[config.mk]
export PLATFORM = sky130hd
export DESIGN_NAME = ic_cpu_bram_bridge_q
export DESIGN_NICKNAME = d
export VERILOG_FILES = /design/src/rtl/ic_bus_pkg.sv /design/src/rtl/ic_resp_fifo.sv /design/src/rtl/ic_cpu_bram_bridge_q.sv
export SDC_FILE = /design/constraint.sdc
export NUM_CORES = 1
export LEC_CHECK = 0
export ABC_AREA = 1
export ABC_CLOCK_PERIOD_IN_PS = 4280
export CAP_MARGIN = 15
export CORE_MARGIN = 4
export CORE_UTILIZATION = 51
export CTS_CLUSTER_DIAMETER = 60
export CTS_CLUSTER_SIZE = 12
export DETAILED_ROUTE_END_ITERATION = 7
export PLACE_DENSITY_LB_ADDON = 0.2
export SLEW_MARGIN = 20
export SYNTH_ARGS = -nofsm -noshare
export SYNTH_HDL_FRONTEND = slang
export SYNTH_SLANG_ARGS = --single-unit
[constraint.sdc]
create_clock -name g_clk -period 4.28 [get_ports g_clk]
set_input_delay 0.642 -clock g_clk [delete_from_list [all_inputs] [get_ports g_clk]]
set_output_delay 0.642 -clock g_clk [all_outputs]
set_load 0.05 [all_outputs]
[src/rtl/ic_bus_pkg.sv]
// Shared bus definitions for CPU-port interconnect blocks.
package ic_bus_pkg;

    localparam int unsigned BusDw = 32;

    // Response beat on the CPU request/response channel (default bus width).
    typedef struct packed {
        logic             error;
        logic [BusDw-1:0] rdata;
    } bus_rsp_t;

    function automatic bit rd_lat_legal(input int unsigned lat);
        return (lat == 1) || (lat == 2);
    endfunction

    function automatic bit depth_legal(input int unsigned depth);
        return (depth >= 2) && ((depth & (depth - 1)) == 0);
    endfunction

endpackage

[src/rtl/ic_resp_fifo.sv]
// Synchronous response FIFO; pointers carry one extra bit to tell full from empty.
module ic_resp_fifo #(
    parameter int unsigned Width = 33,
    parameter int unsigned Depth = 4
) (
    input  logic             g_clk,
    input  logic             g_resetn,
    input  logic             push_i,
    input  logic             pop_i,
    input  logic [Width-1:0] wdata_i,
    output logic             full_o,
    output logic             empty_o,
    output logic [Width-1:0] head_o
);

    localparam int unsigned PtrW = $clog2(Depth);
    localparam int unsigned PW   = PtrW + 1;

    logic [PW-1:0]    wptr_q, wptr_d, rptr_q, rptr_d;
    logic [Width-1:0] mem_q [Depth];

    assign empty_o = (wptr_q == rptr_q);
    assign full_o  = (wptr_q[PtrW] != rptr_q[PtrW]) &&
                     (wptr_q[PtrW-1:0] == rptr_q[PtrW-1:0]);
    assign head_o  = mem_q[rptr_q[PtrW-1:0]];

    // Next pointer values.
    always_comb begin
        wptr_d = wptr_q + PW'(push_i);
        rptr_d = rptr_q + PW'(pop_i && !empty_o);
    end

    // Pointer registers.
    always_ff @(posedge g_clk) begin
        if (!g_resetn) begin
            wptr_q <= '0;
            rptr_q <= '0;
        end else begin
            wptr_q <= wptr_d;
            rptr_q <= rptr_d;
        end
    end

    // Storage; contents are don't-care until written.
    always_ff @(posedge g_clk) begin
        if (push_i) begin
            mem_q[wptr_q[PtrW-1:0]] <= wdata_i;
        end
    end

    // The outstanding bound upstream must keep pushes away from a full queue.
    assert property (@(posedge g_clk) disable iff (!g_resetn) !(push_i && full_o));

endmodule

[src/rtl/ic_cpu_bram_bridge_q.sv]
// CPU request/response port to single-port BRAM bridge with address window,
// pipelined read latency and in-order response queueing.
module ic_cpu_bram_bridge_q
    import ic_bus_pkg::*;
#(
    parameter int unsigned    AW     = 32,
    parameter int unsigned    DW     = BusDw,
    parameter int unsigned    DEPTH  = 4,
    parameter int unsigned    RD_LAT = 1,
    parameter logic [AW-1:0]  BASE   = '0,
    parameter logic [AW-1:0]  SIZE   = 'h10000,
    localparam int unsigned   SW     = DW / 8
) (
    input  logic          g_clk,
    input  logic          g_resetn,
    input  logic          enable,
    input  logic          mem_req,
    output logic          mem_gnt,
    input  logic          mem_wen,
    input  logic [SW-1:0] mem_strb,
    input  logic [DW-1:0] mem_wdata,
    input  logic [AW-1:0] mem_addr,
    output logic          mem_recv,
    input  logic          mem_ack,
    output logic          mem_error,
    output logic [DW-1:0] mem_rdata,
    output logic          bram_cen,
    output logic [AW-1:0] bram_addr,
    output logic [DW-1:0] bram_wdata,
    output logic [SW-1:0] bram_wstrb,
    input  logic          bram_stall,
    input  logic [DW-1:0] bram_rdata
);

    if (!rd_lat_legal(RD_LAT)) begin : g_bad_rd_lat
        $fatal(1, "RD_LAT must be 1 or 2");
    end
    if (!depth_legal(DEPTH)) begin : g_bad_depth
        $fatal(1, "DEPTH must be a power of two >= 2");
    end
    if ((DW % 8) != 0) begin : g_bad_dw
        $fatal(1, "DW must be a multiple of 8");
    end

    localparam int unsigned   OW      = $clog2(DEPTH + 1);
    localparam logic [AW-1:0] WinMask = SIZE - AW'(1);

    // Same layout as bus_rsp_t, sized to this instance's DW.
    typedef struct packed {
        logic          error;
        logic [DW-1:0] rdata;
    } rsp_t;

    typedef struct packed {
        logic vld;
        logic err;
        logic wr;
    } tag_t;

    logic                   in_win, accept;
    logic [OW-1:0]          out_q, out_d;
    tag_t [RD_LAT-1:0]      tag_q, tag_d;
    tag_t                   tag_exit;
    rsp_t                   exit_rsp, head_rsp, rsp_out;
    logic                   fifo_push, fifo_pop, fifo_full, fifo_empty;

    assign in_win     = (mem_addr & ~WinMask) == BASE;
    assign mem_gnt    = enable && !bram_stall && (out_q < OW'(DEPTH));
    assign accept     = mem_req && mem_gnt;
    assign bram_cen   = accept && in_win;
    assign bram_addr  = mem_addr - BASE;
    assign bram_wdata = mem_wdata;
    assign bram_wstrb = mem_wen ? mem_strb : '0;

    // Tag pipeline tracks each accept alongside the BRAM read latency.
    always_comb begin
        tag_d        = tag_q;
        tag_d[0].vld = accept;
        tag_d[0].err = !in_win;
        tag_d[0].wr  = mem_wen;
        for (int i = 1; i < RD_LAT; i++) begin
            tag_d[i] = tag_q[i-1];
        end
        out_d = out_q + OW'(accept) - OW'(mem_recv && mem_ack);
    end

    // Tag pipeline and outstanding counter registers.
    always_ff @(posedge g_clk) begin
        if (!g_resetn) begin
            tag_q <= '0;
            out_q <= '0;
        end else begin
            tag_q <= tag_d;
            out_q <= out_d;
        end
    end

    // Response formation, bypass mux and queue control.
    always_comb begin
        tag_exit       = tag_q[RD_LAT-1];
        exit_rsp.error = tag_exit.err;
        exit_rsp.rdata = (tag_exit.err || tag_exit.wr) ? '0 : bram_rdata;
        // Queue only when something is already waiting or the CPU stalls us.
        fifo_push      = tag_exit.vld && (!fifo_empty || !mem_ack);
        fifo_pop       = !fifo_empty && mem_ack;
        mem_recv       = !fifo_empty || tag_exit.vld;
        rsp_out        = '0;
        if (!fifo_empty) begin
            rsp_out = head_rsp;
        end else if (tag_exit.vld) begin
            rsp_out = exit_rsp;
        end
    end

    assign mem_error = rsp_out.error;
    assign mem_rdata = rsp_out.rdata;

    ic_resp_fifo #(
        .Width (DW + 1),
        .Depth (DEPTH)
    ) u_resp_fifo (
        .g_clk    (g_clk),
        .g_resetn (g_resetn),
        .push_i   (fifo_push),
        .pop_i    (fifo_pop),
        .wdata_i  (exit_rsp),
        .full_o   (fifo_full),
        .empty_o  (fifo_empty),
        .head_o   (head_rsp)
    );

    // Full flag is consumed only by the queue's own overflow assertion.
    logic unused_full;
    assign unused_full = fifo_full;

endmodule

==> results of run 1 <==
-- layer usage --
layer  global-route usage  up-vias  part of all wire
li1                     -     2477                 -
met1                0.257     2430              0.41
met2                0.331      202              0.49
met3               0.0453       43             0.075
met4               0.0744        0             0.020
met5                    0        -                 0
-- cell type report --
cell class | instances | area [µm²] | share of cell area
flip-flops and latches | 144 | 4210 | 0.505
multi-input cells | 431 | 1970 | 0.237
repair buffers | 127 | 1160 | 0.139
clock buffers | 18 | 429 | 0.0515
inverters | 60 | 225 | 0.0270
well taps | 176 | 220 | 0.0264
clock inverters | 14 | 124 | 0.0149
-- sequential cells by signal, summed over array words and instances, names as in the netlist --
signal              cells
exit_rsp                1
u_resp_fifo.mem_q     132
u_resp_fifo.rptr_q      3
u_resp_fifo.wptr_q      3
tag_exit                2
out_q                   3
-- worst reg2reg max path, delay by kind of cell (launching register included) --
family,cells,cell delay (ns)
and+or+nand+nor,5,1.68
buffers and inverters,2,0.43
DFF,1,0.36
-- cell usage after synthesis --
library cell,instances
nor2_1,149
edfxtp_1,132
nand2_1,97
o21ai_0,85
buf_4,67
inv_1,60
nand3_1,33
nor3_1,32
buf_2,17
clkbuf_1,16
o21ai_1,14
dfxtp_1,12
ha_1,6
buf_6,5
xnor2_1,4
a21oi_1,2
nand4_1,2
or2_2,2
and2_1,1
buf_1,1
fa_1,1
nand2_2,1
nand2_4,1
nor3b_1,1
-- final timing paths --
check | start | end
worst max-delay path | u_resp_fifo.rptr_q[0] | mem_rdata[12]
worst min-delay path | u_resp_fifo.wptr_q[2] | u_resp_fifo.wptr_q[2]
worst max register to register | u_resp_fifo.rptr_q[2] | u_resp_fifo.mem_q[3][31]
worst min register to register | u_resp_fifo.wptr_q[2] | u_resp_fifo.wptr_q[2]
-- metrics by stage --
step | util | setup slack [ns] | cells
detailed placement | 0.580 | 1.26 | 938
CTS | 0.622 | 0.971 | 970
global placement | 0.580 | 1.29 | 938
floorplan | - | 0.838 | 741
finish | 0.622 | 1.00 | 970
global route | 0.622 | 0.795 | 970
-- logic make-up after synthesis --
logic type | count (synthesis) | synth area share
XOR/XNOR | 4 | 0.00495
buffers and inverters | 166 | 0.132
adder cells (fa/ha/maj) | 7 | 0.0134
flip-flops | 144 | 0.594
AND/OR/NAND/NOR | 319 | 0.184
AO/OA/AOI/OAI | 101 | 0.0714
-- power breakdown --
| part | switching (µW) | internal, µW |
|---|---|---|
| clock network | 530 | 843 |
| logic | 236 | 128 |
| registers | 9.84 | 1550 |
| total | 776 | 2520 |
==> run metrics, run 1 <==
run status complete, no violations; worst hold-check path type register to register; Cells on Worst Hold Path 2; final setup violation count 0; clk_lat worst skew 0.41 ns; setup bufs post-CTS 0; CTS tree built; via count 5152; number of CTS-inserted buffers 17; register area share after synthesis 0.594; core area 0.0134 mm²; Site Rows 42; Synth top area share 0.560; Syn Area/Cell 9.55 µm²; critical path's top delay family simple AND/OR/NAND/NOR gates; Starting Density 0.528; synthesis-stage register bit count approximately 140; die outline width around 130 µm; drt pass-1 iters 5; residual DRC count 0; Reg2Reg Depth 7; wire per inst 16.2 µm; largest net degree at the start of global routing a little under 70; largest cells by area after synthesis edfxtp_1, nor2_1, buf_4, o21ai_0, nand2_1; Max Cap Violations 0; share of cells above drive strength 1 0.106; initial antenna violation count 0; post-cts sizing count 0; CTS Buffer Depth 2; pwr dens about 400 mW/mm²; Total GRT Usage 0.199; worst slew pin tran 0.820 ns; cell area after layout around 0.0083 mm²; H-tree depth 4; CP max-delay cell dfxtp_2; FILL cells ~1100; GP Congestion roughly 0.75; Worst path max stage delay between 0.7 and 0.8 ns; CP bufs+invs 2; critical path class register to output port; R2R Setup Slk between 1 and 1.5 ns; CTS clk-pin slew, worst paths approximately 0.06 ns; Total Wirelength roughly 16000 µm; minimum hold slack about 0.54 ns; area post-placement around 0.0078 mm²; Layout Nets around 900; WP data required 3.64 ns; CP Launch Type register; DRT antenna net count 0; DIE AREA 0.0158 mm²; Synth Cell Area 0.00708 mm²; HPWL Detailed around 9500 µm; worst-path cell chain nand2_1 > nand2_2 > and2_1 > buf_4 > nand2_4 > nand2_1 > nand2_1 > buf_4; Vias/cell 5.31; commonest non-fill, non-tap cell in the layout nor2_1; Syn Inst Count about 740; Crit path arrival time ~2.6 ns; maximum VDD drop between 0.2 and 0.3 mV; n_diodes 0; initial DRC count 416; root buf cell clkbuf_16; Yosys cell types 24; DIE HEIGHT 126 µm; synthesis-to-layout area growth 17.7%; Final Hold Viols 0; Max Fclk ~0.30 GHz; relative slew slack 0.452; Mapped Nets between 800 and 900; leading area contributor after synthesis edfxtp_1; Slew Viols, Final 0; minimum clock period around 3.3 ns; Worst Path Max Fanout 34; Most Frequent Cell on Critical Path nand2_1; # IOs about 210; global-route wire length before repair ~25000 µm; # clock sinks around 140; Leak 0.00334 µW; grt ovf 0; hold_buf cts 0; fin crit share 0.766; most frequent cells in the layout nor2_1, edfxtp_1, nand2_1, o21ai_0, clkdlybuf4s50_1; unrepaired setup endpoints after global routing no; total power between 3000 and 4000 µW; Synth Warn # 0; setup TNS 0 ns; number of global-route vias before repair ~5200; clk_skew roughly 0.0075 ns; CP endpoint kind output port; Port Buffer Count 114; Crit path depth 8
No activity file was read; power rests on OpenSTA's default activity.
==> inputs of run 2 (changes only) <==
Settings changed: ABC_CLOCK_PERIOD_IN_PS 4280 to 2700, CORE_UTILIZATION 51 to 43.
Clock period 4.28 ns to 2.7 ns, I/O delays scaled along.
==> run metrics, run 2 (synthesis gave the netlist of run 1 again) <==
core area roughly 0.016 mm²; Total GRT Usage 0.183; unrepaired setup endpoints after global routing no; FILL cells between 1000 and 1500; root buf cell clkbuf_16; minimum clock period between 2 and 3 ns; Max Cap Violations 0; run status complete, no violations; Worst path max stage delay roughly 0.53 ns; relative slew slack 0.546; RR Endpoint out_q[2]; share of cells above drive strength 1 0.117; synthesis-to-layout area growth 19.6%; sw frac 0.234; H-tree depth 4; Reg power frac 0.471; clk_skew 0.0131 ns; final setup violation count 0; CTS clk-pin slew, worst paths 0.06 ns; worst slew pin tran around 0.68 ns; post-cts sizing count 0; clk_lat worst skew about 0.42 ns; Worst Setup SP u_resp_fifo.rptr_q[0]; worst r2r src u_resp_fifo.wptr_q[1]; critical path class register to output port; Sw Pwr around 1200 µW; Reg2Reg Depth 11; clock group share of total power 0.415; cell area after layout 0.00846 mm²; HPWL Detailed roughly 11000 µm; largest net degree at the start of global routing 68; CP endpoint kind output port; hold_buf cts 0; area post-placement 0.00791 mm²; Total Wirelength roughly 17000 µm; CTS tree built; residual DRC count 0; CP endpoint mem_rdata[29]; Vias/cell 5.04; number of global-route vias before repair 5005; CP Launch Type register; DIE AREA approximately 0.019 mm²; initial antenna violation count 0; R2R Setup Slk roughly 0.52 ns; via count about 5100; WP data required roughly 2.3 ns; worst hold-check path type register to register; Site Rows 46; DIE HEIGHT 136 µm; fin crit share 0.933; # IOs roughly 210; hold wc startpoint u_resp_fifo.rptr_q[2]; CP max-delay cell buf_4; global-route wire length before repair 25800 µm; max FFs per register between 100 and 150; worst-path cell chain inv_2 > buf_4 > o21ai_0 > o21ai_1 > nand2_1 > nand2_1 > buf_4; CTS Buffer Depth 2; grt ovf 0; die outline width approximately 140 µm; initial DRC count ~370; GP Congestion between 0.7 and 0.8; Leak approximately 0.0034 µW; Starting Density 0.442; Crit path arrival time ~2.1 ns; drt pass-1 iters 4; pwr dens roughly 620 mW/mm²; commonest non-fill, non-tap cell in the layout nor2_1; P_int approximately 4000 µW; most frequent cells in the layout nor2_1, edfxtp_1, nand2_1, o21ai_0, clkdlybuf4s50_1; setup TNS 0 ns; setup bufs post-CTS 0; # clock sinks around 140; Logic pwr share 0.114; Final Hold Viols 0; number of CTS-inserted buffers 17; maximum VDD drop 0.495 mV; Worst Path Max Fanout between 60 and 70; n_diodes 0; Layout Nets roughly 900; Slew Viols, Final 0; DRT antenna net count 0; wire per inst roughly 17 µm; Max Fclk 0.397 GHz; Port Buffer Count 114
run 2: changes by cell type in the layout (fill, tap and decap cells not counted), sizes merged:
cell           change
buf                +9
clkdlybuf4s50      -2
run 2: cell type report:
| class | instances | area (µm²) | area share |
|---|---|---|---|
| clock buffer | 18 | 429 | 0.0507 |
| clock inverter | 14 | 124 | 0.0146 |
| inverter | 60 | 225 | 0.0266 |
| multi-input combinational | 431 | 1980 | 0.233 |
| sequential | 144 | 4210 | 0.497 |
| tap | 216 | 270 | 0.0319 |
| timing repair buffer | 134 | 1230 | 0.146 |
run 2: routing by layer:
metal | up-vias | global-route usage | share of wire | wire, µm
met3 | 61 | 0.0529 | 0.065 | 1110
li1 | 2482 | - | - | -
met5 | - | 0 | 0 | 0
met2 | 165 | 0.303 | 0.49 | 8280
met1 | 2414 | 0.216 | 0.40 | 6790
met4 | 0 | 0.0952 | 0.045 | 754
run 2: critical path: cells and delay by family (launching register included):
kind	cells	cell delay, ns
AO/OA/AOI/OAI	2	0.31
buffers and inverters	3	0.81
flip-flops	1	0.34
AND/OR/NAND/NOR	2	0.19
run 2: per-stage QoR:
| stage | power, µW | util | std cells | hold WS, ns | worst slack [ns] |
|---|---|---|---|---|---|
| after global routing | 5420 | 0.529 | 1017 | 0.569 | 0.0245 |
| after CTS | 5260 | 0.529 | 1017 | 0.547 | 0.123 |
| final | 5230 | 0.529 | 1017 | 0.545 | 0.181 |
| after detailed placement | 3110 | 0.494 | 985 | 0.535 | 0.411 |
| after floorplan | 3080 | - | 741 | 0.475 | 0.0293 |
| after global placement | 3100 | 0.494 | 985 | 0.522 | 0.449 |
run 2: worst min-delay path by stage:
stage                                    end  cells after the start
finish                 u_resp_fifo.rptr_q[2]                      2
global route        u_resp_fifo.mem_q[3][32]                      0
CTS                 u_resp_fifo.mem_q[2][32]                      0
detailed placement  u_resp_fifo.mem_q[1][32]                      0
global placement       u_resp_fifo.rptr_q[2]                      2
floorplan           u_resp_fifo.mem_q[0][32]                      0
run 2: power groups by stage:
stage | Clock (µW) | Sequential (µW) | Combinational [µW]
2_1_floorplan | 0 | 2510 | 578
3_3_place_gp | 0 | 2510 | 590
3_5_place_dp | 0 | 2510 | 599
4_1_cts | 2190 | 2460 | 602
5_1_grt | 2310 | 2460 | 645
6_report | 2170 | 2460 | 594
==> inputs of run 3 (changes only) <==
Settings changed: GPL_TIMING_DRIVEN set to 0.
==> run metrics, run 3 (synthesis gave the netlist of run 1 again) <==
run status complete, no violations; Core Util, Final 0.599; final setup violation count 0; drt pass-1 iters 5; Final Hold Viols 0; Max Cap Violations 0; global-route wire length before repair between 20000 and 30000 µm; Total Wirelength between 15000 and 20000 µm; minimum clock period between 2 and 3 ns; clk_skew around 0.0084 ns; unrepaired setup endpoints after global routing no; setup bufs post-CTS 0; # clock sinks around 140; synthesis-to-layout area growth 35.3%; maximum VDD drop ~0.36 mV; Total GRT Usage 0.209; worst hold-check path type primary input to register; fin cells between 1000 and 1500; core area 0.0160 mm²; GP Congestion 0.766; CTS tree built; share of cells above drive strength 1 0.186; residual DRC count 0; clk_lat worst skew between 0.4 and 0.5 ns; register cell area after layout between 0.004 and 0.005 mm²; CTS Buffer Depth 2; Reg2Reg Depth 12; most frequent cells in the layout nor2_1, edfxtp_1, clkdlybuf4s50_1, nand2_1, o21ai_0; DIE AREA 0.0186 mm²; Layout Nets 1039; hold wc startpoint g_resetn; Vias/cell about 5.0; worst r2r src tag_exit[2]; relative slew slack 0.564; max FFs per register about 130; Cells on Worst Hold Path 3; HPWL Detailed between 10000 and 15000 µm; number of global-route vias before repair 5615; pwr dens between 500 and 600 mW/mm²; CP endpoint kind output port; Port Buffer Count roughly 160; n_diodes 0; via count between 5000 and 6000; Starting Density 0.442; # IOs between 200 and 250; Worst Path Max Fanout 10; hold endpoint out_q[0]; Site Rows between 40 and 50; root buf cell clkbuf_16; DRT antenna net count 0; critical path class register to output port; H-tree depth 4; initial DRC count 412; number of CTS-inserted buffers 17; CTS clk-pin slew, worst paths 0.06 ns; CP Launch Type register; grt ovf 0; die outline width between 100 and 150 µm; hold_buf cts 0; Leak roughly 0.0040 µW; area occupied by multi-input gates 0.00198 mm²; DIE HEIGHT roughly 140 µm; commonest non-fill, non-tap cell in the layout nor2_1; wire per inst ~17 µm; fin crit share 0.981; Slew Viols, Final 0; WP data required approximately 2.3 ns; Placed Instances about 1100; worst slew pin tran between 0.6 and 0.7 ns; Max Fclk approximately 0.38 GHz; RR Endpoint out_q[2]; FILL cells between 1000 and 1500; Crit path arrival time about 2.3 ns; R2R Setup Slk around 0.29 ns; initial antenna violation count 0; largest net degree at the start of global routing 22
[run 3: final cells by class]
class	instances	share of cell area
Buffer	106	0.0768
Clock buffer	19	0.0452
Clock inverter	11	0.0149
Inverter	60	0.0235
Multi-Input combinational cell	431	0.206
Sequential cell	144	0.439
Tap cell	216	0.0282
Timing Repair Buffer	165	0.166
[run 3: per-layer routing]
layer / share of wire / GRT usage / up-vias / wire length (µm)
met2: 0.50 / 0.374 / 323 / 9690
met1: 0.39 / 0.250 / 2616 / 7550
met5: 0 / 0 / - / 0
li1: - / - / 2768 / -
met4: 0.019 / 0.0627 / 0 / 373
met3: 0.10 / 0.0514 / 35 / 1950
[run 3: worst max-delay path, cell delays in order (launching register included)]
cell and delay [ns]:
dfxtp_1 0.34, or2_2 0.29, buf_2 0.21, clkbuf_2 0.23, nor3_1 0.21, nand3_1 0.10
nand2_1 0.08, clkdlybuf4s18_2 0.36
[run 3: how the worst max path moves through the flow]
| stage | slack [ns] | depth (start not counted) | startpoint | endpoint |
|---|---|---|---|---|
| 6_report | 0.05 | 7 | exit_rsp[32] | mem_rdata[24] |
| 3_3_place_gp | -1.48 | 4 | mem_ack | u_resp_fifo.mem_q[3][9] |
| 5_1_grt | 0.0005 | 7 | exit_rsp[32] | mem_rdata[24] |
| 4_1_cts | 0.0006 | 10 | u_resp_fifo.rptr_q[0] | mem_rdata[22] |
| 3_5_place_dp | -0.15 | 7 | exit_rsp[32] | mem_rdata[10] |
| 2_1_floorplan | 0.03 | 6 | u_resp_fifo.wptr_q[2] | u_resp_fifo.mem_q[0][0] |
[run 3: power breakdown]
group	total, µW	switching [µW]	internal [µW]
clock	2310	876	1440
sequential	2460	10.1	2450
combinational	890	560	329
[run 3: timing repair]
item / CTS / global route
resized for setup: 119 / 55
cloned: 0 / 0
endpoints found under the hold margin: 0 / 0
endpoints found under the setup margin: 34 / 32
[run 3: metrics by stage]
stage | setup TNS [ns] | setup slack, ns | hold slack [ns] | area, µm² | power (µW)
finish | 0 | 0.0500 | 0.354 | 9580 | 5660
global route | 0 | 0.000452 | 0.390 | 9580 | 5830
CTS | 0 | 0.000607 | 0.346 | 9700 | 5680
detailed placement | -1.40 | -0.150 | 0.522 | 9090 | 3420
global placement | -186.73 | -1.48 | 0.521 | 8960 | 3410
floorplan | 0 | 0.0293 | 0.475 | 7080 | 3080
